[src/rtl/ddr_frame_writer.sv]
// Packs 24-bit pixels from the clock-crossing FIFO into 128-bit DDR2 words and
// writes them to the MIG at consecutive addresses; flags end_of_write when the frame is stored.
module ddr_frame_writer #(
  parameter int unsigned PIXEL_W      = 24,
  parameter int unsigned PIX_PER_WORD = 5,
  parameter int unsigned DATA_W       = 128,
  parameter int unsigned ADDR_W       = 27,
  parameter int unsigned ADDR_STEP    = 8,
  parameter int unsigned BASE_ADDR    = 0,
  parameter int unsigned FRAME_PIXELS = 786432
) (
  input  logic               clk,
  input  logic               cpu_resetn,
  input  logic               init_calib_complete,
  input  logic               fifo_empty,
  output logic               fifo_rd_en,
  input  logic [PIXEL_W-1:0] fifo_dout,
  input  logic               fifo_valid,
  output logic [ADDR_W-1:0]  app_addr,
  output logic [2:0]         app_cmd,
  output logic               app_en,
  input  logic               app_rdy,
  output logic [DATA_W-1:0]  app_wdf_data,
  output logic               app_wdf_wren,
  output logic               app_wdf_end,
  output logic [15:0]        app_wdf_mask,
  input  logic               app_wdf_rdy,
  output logic               busy_write,
  output logic               end_of_write
);

  localparam int unsigned WORDS     = (FRAME_PIXELS + PIX_PER_WORD - 1) / PIX_PER_WORD;
  localparam int unsigned WC_W      = (WORDS > 1) ? $clog2(WORDS) : 1;
  localparam int unsigned CNT_W     = $clog2(PIX_PER_WORD + 1);
  localparam int unsigned LAST_NEED = FRAME_PIXELS - PIX_PER_WORD * (WORDS - 1);

  typedef enum logic [1:0] {WAIT_CALIB, FILL, ISSUE, DONE} state_t;

  state_t            state;
  logic [WC_W-1:0]   word_cnt;
  logic [CNT_W-1:0]  req_cnt;
  logic [CNT_W-1:0]  cap_cnt;
  logic [CNT_W-1:0]  need_c;
  logic              last_word_c;
  logic              cmd_ok_c;
  logic              dat_ok_c;

  assign last_word_c = (word_cnt == WC_W'(WORDS - 1));
  assign need_c      = last_word_c ? CNT_W'(LAST_NEED) : CNT_W'(PIX_PER_WORD);

  // Read request is combinational so a pop never follows a stale empty flag.
  assign fifo_rd_en  = (state == FILL) && !fifo_empty && (req_cnt < need_c);

  // A handshake counts as done once its strobe has already dropped.
  assign cmd_ok_c    = !app_en || app_rdy;
  assign dat_ok_c    = !app_wdf_wren || app_wdf_rdy;

  assign app_cmd      = 3'b000;
  assign app_wdf_mask = 16'h0000;
  assign app_wdf_end  = app_wdf_wren;

  always_ff @(posedge clk or negedge cpu_resetn) begin
    if (!cpu_resetn) begin
      state        <= WAIT_CALIB;
      word_cnt     <= '0;
      req_cnt      <= '0;
      cap_cnt      <= '0;
      app_addr     <= ADDR_W'(BASE_ADDR);
      app_wdf_data <= '0;
      app_en       <= 1'b0;
      app_wdf_wren <= 1'b0;
      busy_write   <= 1'b0;
      end_of_write <= 1'b0;
    end else begin
      case (state)
        WAIT_CALIB: begin
          if (init_calib_complete) begin
            state      <= FILL;
            busy_write <= 1'b1;
          end
        end
        FILL: begin
          if (fifo_rd_en) req_cnt <= req_cnt + CNT_W'(1);
          if (fifo_valid && (cap_cnt < need_c)) begin
            app_wdf_data[cap_cnt*PIXEL_W +: PIXEL_W] <= fifo_dout;
            cap_cnt <= cap_cnt + CNT_W'(1);
            if (cap_cnt == need_c - CNT_W'(1)) begin
              state        <= ISSUE;
              app_en       <= 1'b1;
              app_wdf_wren <= 1'b1;
            end
          end
        end
        ISSUE: begin
          if (app_rdy)     app_en       <= 1'b0;
          if (app_wdf_rdy) app_wdf_wren <= 1'b0;
          if (cmd_ok_c && dat_ok_c) begin
            app_addr     <= app_addr + ADDR_W'(ADDR_STEP);
            word_cnt     <= word_cnt + WC_W'(1);
            app_wdf_data <= '0;
            req_cnt      <= '0;
            cap_cnt      <= '0;
            if (last_word_c) begin
              state        <= DONE;
              busy_write   <= 1'b0;
              end_of_write <= 1'b1;
            end else begin
              state <= FILL;
            end
          end
        end
        default: ;
      endcase
    end
  end

endmodule
[config.mk]
export PLATFORM = sky130hd
export DESIGN_NAME = ddr_frame_writer
export DESIGN_NICKNAME = d
export VERILOG_FILES = /design/src/rtl/ddr_frame_writer.sv
export SDC_FILE = /design/constraint.sdc
export NUM_CORES = 1
export LEC_CHECK = 0
export ABC_AREA = 1
export CORE_MARGIN = 1
export CORE_UTILIZATION = 35
export CTS_CLUSTER_SIZE = 25
export DETAILED_ROUTE_END_ITERATION = 7
export SETUP_SLACK_MARGIN = 0.02
export SLEW_MARGIN = 10
export SYNTH_ARGS = -nofsm -noshare
export SYNTH_HDL_FRONTEND = slang
export SYNTH_SLANG_ARGS = --single-unit
[constraint.sdc]
create_clock -name clk -period 5.1 [get_ports clk]
set_clock_uncertainty 0.15 [all_clocks]
set_input_delay 1.53 -clock clk [delete_from_list [all_inputs] [get_ports clk]]
set_output_delay 1.53 -clock clk [all_outputs]
set_load 0.005 [all_outputs]
==> results of run 1 <==
-- sequential cells by signal (all words and copies together) (netlist names) --
register and cells:
cap_cnt 3, word_cnt 18, app_wdf_data 128, end_of_write 1
app_wdf_end 1, req_cnt 3, app_addr 24, app_en 1
busy_write 1, state 2
-- per-stage QoR --
step	hold WS, ns	util (%)	instances
2_1_floorplan	0.295	-	1350
3_3_place_gp	0.307	43.1	1862
3_5_place_dp	0.316	43.1	1862
4_1_cts	0.331	45.2	1894
5_1_grt	0.361	45.2	1894
6_report	0.325	45.2	1894
-- power by group through the flow --
stage          Clock (mW)  Combinational [mW]  Sequential, mW
6_report             1.42                4.78            2.17
2_1_floorplan           0                2.97            2.15
4_1_cts              1.45                4.75            2.18
3_3_place_gp            0                4.69            2.20
5_1_grt              1.50                5.27            2.23
3_5_place_dp            0                4.73            2.20
-- worst max-delay path: cells and delay by family, from the launching register on --
family	cells	cell delay [ns]
fa+ha+maj	2	0.43
flops	1	0.45
buf+inv	5	0.77
simple gates	6	0.65
-- cell families (layout without fill, tap and decap cells) --
group	count (synthesis)	in the layout
buf+inv	193	353
fa+ha+maj	20	20
flops	182	182
simple gates	707	707
xor+xnor	38	38
other cells	1	22
compound gates	188	188
-- how the worst max path moves through the flow --
stage	endpoint	slack, ns	cells after the start
2_1_floorplan	fifo_rd_en	1.66	3
3_3_place_gp	fifo_rd_en	0.72	5
3_5_place_dp	fifo_rd_en	0.73	5
4_1_cts	fifo_rd_en	0.62	13
5_1_grt	fifo_rd_en	0.41	13
6_report	fifo_rd_en	0.67	13
-- layout make-up --
| class | count | share of cell area [%] |
|---|---|---|
| multi-input combinational | 975 | 37.5 |
| sequential | 182 | 35.1 |
| timing repair buffer | 203 | 15.5 |
| tap | 384 | 3.70 |
| inverter | 118 | 3.43 |
| clock buffer | 18 | 3.31 |
| clock inverter | 14 | 1.47 |
-- layout by cell type (no fill, tap or decap), types with 3 or more instances in the layout --
| master | n |
|---|---|
| clkdlybuf4s50_1 | 187 |
| o32ai_1 | 3 |
| o21ai_1 | 23 |
| dfrtp_1 | 182 |
| xnor2_1 | 18 |
| conb_1 | 22 |
| a21oi_1 | 24 |
| nor2_2 | 6 |
| buf_4 | 14 |
| clkbuf_16 | 17 |
| ha_1 | 19 |
| o21a_1 | 3 |
| nand2_2 | 10 |
| nor2_1 | 88 |
| o22ai_1 | 37 |
| nand2_4 | 4 |
| o21ai_0 | 92 |
| clkinvlp_4 | 5 |
| inv_1 | 106 |
| nor3_1 | 15 |
| inv_8 | 4 |
| xor2_1 | 20 |
| inv_2 | 10 |
| and2_1 | 3 |
| nand4_1 | 55 |
| bufinv_16 | 3 |
| nand3_1 | 141 |
| nand2_1 | 373 |
-- layer usage --
layer | up-vias | global-route usage (%) | part of all wire, %
met3 | 35 | 5.96 | 6.9
met5 | - | 0 | 0
li1 | 4701 | - | -
met2 | 340 | 35.9 | 45
met4 | 0 | 6.82 | 2.2
met1 | 4572 | 31.5 | 46
==> run summary, run 1 <==
simple-gate share of the synthesized area -> 30.9%
worst-skew pair later-pin latency -> 0.44 ns
r2r startpoint -> cap_cnt[0]$_DFFE_PN0P_
sequential share of power -> 26.0%
post-synthesis cell count -> 1,329
first-pass GRT wire length -> 53.4 mm
Worst Path Required -> 3.42 ns
status -> finished, final reports clean
Antenna Violating Nets Remaining -> 0
Num CTS Buffers -> 17
Async S/R FF share, synth -> 100%
Internal -> 4.29 mW
top-count cell post-synth -> nand2_1
crit path launch -> word_cnt[0]$_DFFE_PN0P_
Seq. cell area -> 4550 um^2
Setup Viol. Count Final -> 0
drt total wl -> 34.1 mm
cell breakdown of the critical path -> inv_1 > ha_1 > nand4_1 > nor3_1 > and2_1 > inv_1 > ha_1 > nand2_1 > inv_1 > nand2_1 > nand3_1 > inv_1 > clkdlybuf4s50_1
post-DP HPWL -> 25.7 mm
clock share of power -> 16.9%
startpoint types -> register
NetSw -> 4.09 mW
Synth top area share -> 44.6%
DR vias -> 9,648
Final Power -> 8.38 mW
post-synth cell types -> 41
CP max stage delay -> 0.49 ns
port bufs -> 188
post-route cell area -> 13,000 um^2
H-tree depth -> 4
compound-gate portion of the synthesized area -> 10.1%
Crit-path slowest cell -> clkdlybuf4s50_1
initial core utilization -> 35.6%
hold depth -> 1
ys flop type -> dfrtp_1
CP Capture Type -> output port
worst vdd ir -> 0.291 mV
Hold Crit Class -> reg -> reg
hold buffers post-CTS -> 0
GRT Total Usage -> 23.0%
vias per cell -> 5.09
RSZ-0062 raised after global routing -> no
mux cell area share after synthesis -> 0%
fin. max-slew vios -> 0
crit path max fanout -> 5
Longest Clk Path Bufs -> 2
post-CTS setup buffers -> 0
DRT iter0 DRCs -> 774
most frequent cells after synthesis -> nand2_1, dfrtp_1, nand3_1, inv_1, o21ai_0
most frequent CP cell -> inv_1
n_diodes -> 0
pre-CTS WS -> 0.732 ns
sequential fraction of the synthesis area -> 44.6%
placed cell areas -> 12,400 um^2
DRC violations left -> 0
largest net degree at the start of global routing -> 83
largest cells by area after synthesis -> dfrtp_1, nand2_1, nand3_1, o21ai_0, inv_1
final period utilization -> 86.8%
synth-to-layout area growth -> 27.0%
sw frac -> 48.8%
vias in the first global route -> 9,201
routability cong. -> 1.00
clk root buf -> clkbuf_16
Fillers -> 2,963
MaxCap Viol Count -> 0
layout cells sized above 1 -> 6.09%
CTS clk-pin slew, worst paths -> 0.08 ns
initial antenna violation count -> 0
TritonCTS Sinks -> 182
Synth warnings -> 0
Final Hold Fails -> 0
reg2reg path depth -> 13
reg-to-reg endpoint -> app_wdf_data[99]$_DFFE_PN0P_
Hold Startpoint -> word_cnt[14]$_DFFE_PN0P_
Slew @ Worst Pin -> 0.786 ns
fin crit period -> 4.43 ns
average routed wire per standard cell -> 18.0 um
post-synth top area cell -> dfrtp_1
synthesized flop and latch total -> 182
WHS Endpoint -> word_cnt[14]$_DFFE_PN0P_
Adder-Cell Fraction of Synth Area -> 2.52%
Nets -> 1,548
Post-synth EDFFs -> 0
Worst Path Class, Setup -> reg -> out
Die H -> 173 um
largest family of logic cells by synthesized area -> simple AND/OR/NAND/NOR gates
Mean Syn Cell Area -> 7.69 um^2
core area -> 28,700 um^2
TritonCTS clock tree -> built
f_max -> 226 MHz
xor/xnor share of the synthesized area -> 3.26%
post-route setup slack -> 0.674 ns
Die Footprint -> 29,900 um^2
leakage power -> 6.01 nW
Chip Width -> 173 um
internal reg-to-reg setup slack -> 1.28 ns
setup_tns -> 0 ns
number of cell rows -> 62
IO Pins -> 211
Slew headroom -> 47.6%
Logic pwr share -> 57.1%
Multi-input gate area -> 4870 um^2
critical path arrival -> 2.75 ns
pwr/cell area -> 645 nW/um^2
post-cts resize count -> 0
mapped cell area -> 10,200 um^2
Overflow after GRT -> 0
DR pass1 iterations -> 5
No activity file was read; power rests on OpenSTA's default activity.
==> run 2: changes to the inputs <==
--- a/config.mk
+++ b/config.mk
@@ -6,6 +6,7 @@
 export NUM_CORES = 1
 export LEC_CHECK = 0
 export ABC_AREA = 1
+export ABC_CLOCK_PERIOD_IN_PS = 5100
 export CORE_MARGIN = 1
 export CORE_UTILIZATION = 35
 export CTS_CLUSTER_SIZE = 25
==> results of run 2 <==
The final DEF is identical to that of run 1; final timing and power are the same.
==> run 3: changes to the inputs <==
--- a/config.mk
+++ b/config.mk
@@ -6,11 +6,12 @@
 export NUM_CORES = 1
 export LEC_CHECK = 0
 export ABC_AREA = 1
-export ABC_CLOCK_PERIOD_IN_PS = 5100
+export ABC_CLOCK_PERIOD_IN_PS = 3600
 export CORE_MARGIN = 1
 export CORE_UTILIZATION = 35
 export CTS_CLUSTER_SIZE = 25
 export DETAILED_ROUTE_END_ITERATION = 7
+export PLACE_DENSITY = 0.64
 export SETUP_SLACK_MARGIN = 0.02
 export SLEW_MARGIN = 10
 export SYNTH_ARGS = -nofsm -noshare
==> constraint.sdc (replaced) <==
create_clock -name clk -period 3.6 [get_ports clk]
set_clock_uncertainty 0.15 [all_clocks]
set_input_delay 1.08 -clock clk [delete_from_list [all_inputs] [get_ports clk]]
set_output_delay 1.08 -clock clk [all_outputs]
set_load 0.005 [all_outputs]
==> run 3 against run 2 <==
  * Final cell count grew 1.5%
  * Critical path depth stayed put
  * Setup slack got worse by 0.61 ns
  * First-iteration DRC count up 18%
  * Utilization is 0.77 points higher
  * Non-clock buffer count up 29
  * Count of clock-buffer cells in the layout unchanged
  * Die area unchanged
  * Global-route usage is 0.077 points lower
  * Sequential share of layout area is 0.59 points lower
  * Largest cell class unchanged
  * Largest power group unchanged
==> run summary, run 3 (same netlist as run 1, synthesis figures left out) <==
Num CTS Buffers -> 17
f_max -> 282 MHz
setup_tns -> 0 ns
RSZ-0062 raised after global routing -> yes
DRT iter0 DRCs -> 916
drt total wl -> 34.2 mm
TritonCTS Sinks -> 182
post-DP HPWL -> 26.3 mm
Longest Clk Path Bufs -> 2
DRC violations left -> 0
Overflow after GRT -> 0
core area -> 28,700 um^2
TritonCTS clock tree -> built
Worst Path Required -> 2.37 ns
initial antenna violation count -> 0
Chip Width -> 173 um
fin. max-slew vios -> 0
hold_ws -> 0.328 ns
hold buffers post-CTS -> 0
first-pass GRT wire length -> 53.7 mm
Antenna Violating Nets Remaining -> 0
CP max stage delay -> 0.38 ns
Setup Viol. Count Final -> 0
layout cells sized above 1 -> 8.51%
worst-skew pair later-pin latency -> 0.44 ns
Seq. cell area -> 4550 um^2
vias in the first global route -> 9,516
biggest regs -> app_wdf_data: 128 flops, app_addr: 24 flops, word_cnt: 18 flops
Final Power -> 12.0 mW
vias per cell -> 5.14
IO Pins -> 211
DR pass1 iterations -> 5
Worst Path Class, Setup -> reg -> out
Crit-path slowest cell -> dfrtp_1
worst vdd ir -> 0.543 mV
Multi-input gate area -> 4890 um^2
crit path max fanout -> 3
number of cell rows -> 62
DR vias -> 9,879
initial core utilization -> 35.6%
Slew @ Worst Pin -> 0.714 ns
commonest cells after routing, fill and taps aside -> nand2_1, clkdlybuf4s50_1, dfrtp_1, nand3_1, inv_1
placed cell areas -> 12,600 um^2
routability cong. -> 0.957
average routed wire per standard cell -> 17.8 um
n_diodes -> 0
synth-to-layout area growth -> 29.2%
Slew headroom -> 52.1%
Die H -> 173 um
clk root buf -> clkbuf_16
Non-Filler Instances -> 1,923
Top reg by flops -> app_wdf_data
Final Hold Fails -> 0
CP Capture Type -> output port
post-route cell area -> 13,200 um^2
fin crit period -> 3.54 ns
cell breakdown of the critical path -> inv_1 > ha_2 > nand4_1 > nor3_2 > and2_4 > inv_2 > ha_1 > nand2_1 > inv_1 > nand2_1 > nand3_1 > inv_1 > dlygate4sd2_1
port bufs -> 188
pre-CTS WS -> 0.143 ns
pwr/cell area -> 910 nW/um^2
largest net degree at the start of global routing -> 65
H-tree depth -> 4
status -> finished, final reports clean
Nets -> 1,577
GRT Total Usage -> 23.0%
leakage power -> 6.15 nW
MaxCap Viol Count -> 0
CTS clk-pin slew, worst paths -> 0.08 ns
commonest non-fill, non-tap cell in the layout -> nand2_1
Hold Crit Class -> reg -> reg
max reg flops -> 128
Die Footprint -> 29,900 um^2
most frequent CP cell -> inv_1
placed cells -> 1,888
startpoint types -> register
critical path arrival -> 2.31 ns
Fillers -> 2,856
final period utilization -> 98.4%
post-route setup slack -> 0.0590 ns
Core Util, Final -> 46.0%
==> run 3: cell types whose count changed in the layout (fill, tap and decap cells not counted), sizes merged <==
cell | previous run | this run
buf | 16 | 45
clkinv | 1 | 5
bufinv | 3 | 0
clkinvlp | 5 | 3
clkdlybuf4s50 | 187 | 186
dlygate4sd2 | 0 | 1
inv | 123 | 124
==> run 3: cell type report <==
cell class / count / area share, %
inverters: 118 / 3.38
multi-input cells: 975 / 37.1
repair buffers: 232 / 17.0
flip-flops and latches: 182 / 34.5
clock inverters: 14 / 1.01
clock buffers: 18 / 3.33
well taps: 384 / 3.64
==> run 3: final timing paths <==
path                                                    from                           end  slack (ns)  cells after the start
worst min-delay path            app_wdf_data[19]$_DFFE_PN0P_  app_wdf_data[19]$_DFFE_PN0P_        0.33                      2
min in group asynchronous                         cpu_resetn  app_wdf_data[53]$_DFFE_PN0P_        0.48                      1
worst max register to register        cap_cnt[0]$_DFFE_PN0P_  app_wdf_data[50]$_DFFE_PN0P_        0.21                     13
worst min register to register  app_wdf_data[19]$_DFFE_PN0P_  app_wdf_data[19]$_DFFE_PN0P_        0.33                      2
worst max-delay path                 word_cnt[0]$_DFFE_PN0P_                    fifo_rd_en        0.06                     13
max in group asynchronous                         cpu_resetn  app_wdf_data[76]$_DFFE_PN0P_        2.13                      2
==> run 3: layer usage <==
layer | global-route usage [%] | routed length, um
met1 | 31.1 | 15200
met2 | 36.0 | 15300
met3 | 5.10 | 2640
met4 | 8.41 | 1020
met5 | 0 | 0
==> run 3: what timing repair did <==
item                                    CTS  global route
setup buffers                             3             0
endpoints found under the setup margin    1            23
gates resized for setup                   4             8
==> run 3: where the power goes <==
group          internal, mW  switching, mW
registers              2.62          0.405
logic                  2.58           4.58
clock network         0.934          0.896
total                  6.14           5.88
==> run 3: critical path: cells and delay by family, from the launching register on <==
| kind | cells | cell delay, ns |
|---|---|---|
| simple gates | 6 | 0.62 |
| flops | 1 | 0.38 |
| buf+inv | 5 | 0.43 |
| fa+ha+maj | 2 | 0.43 |
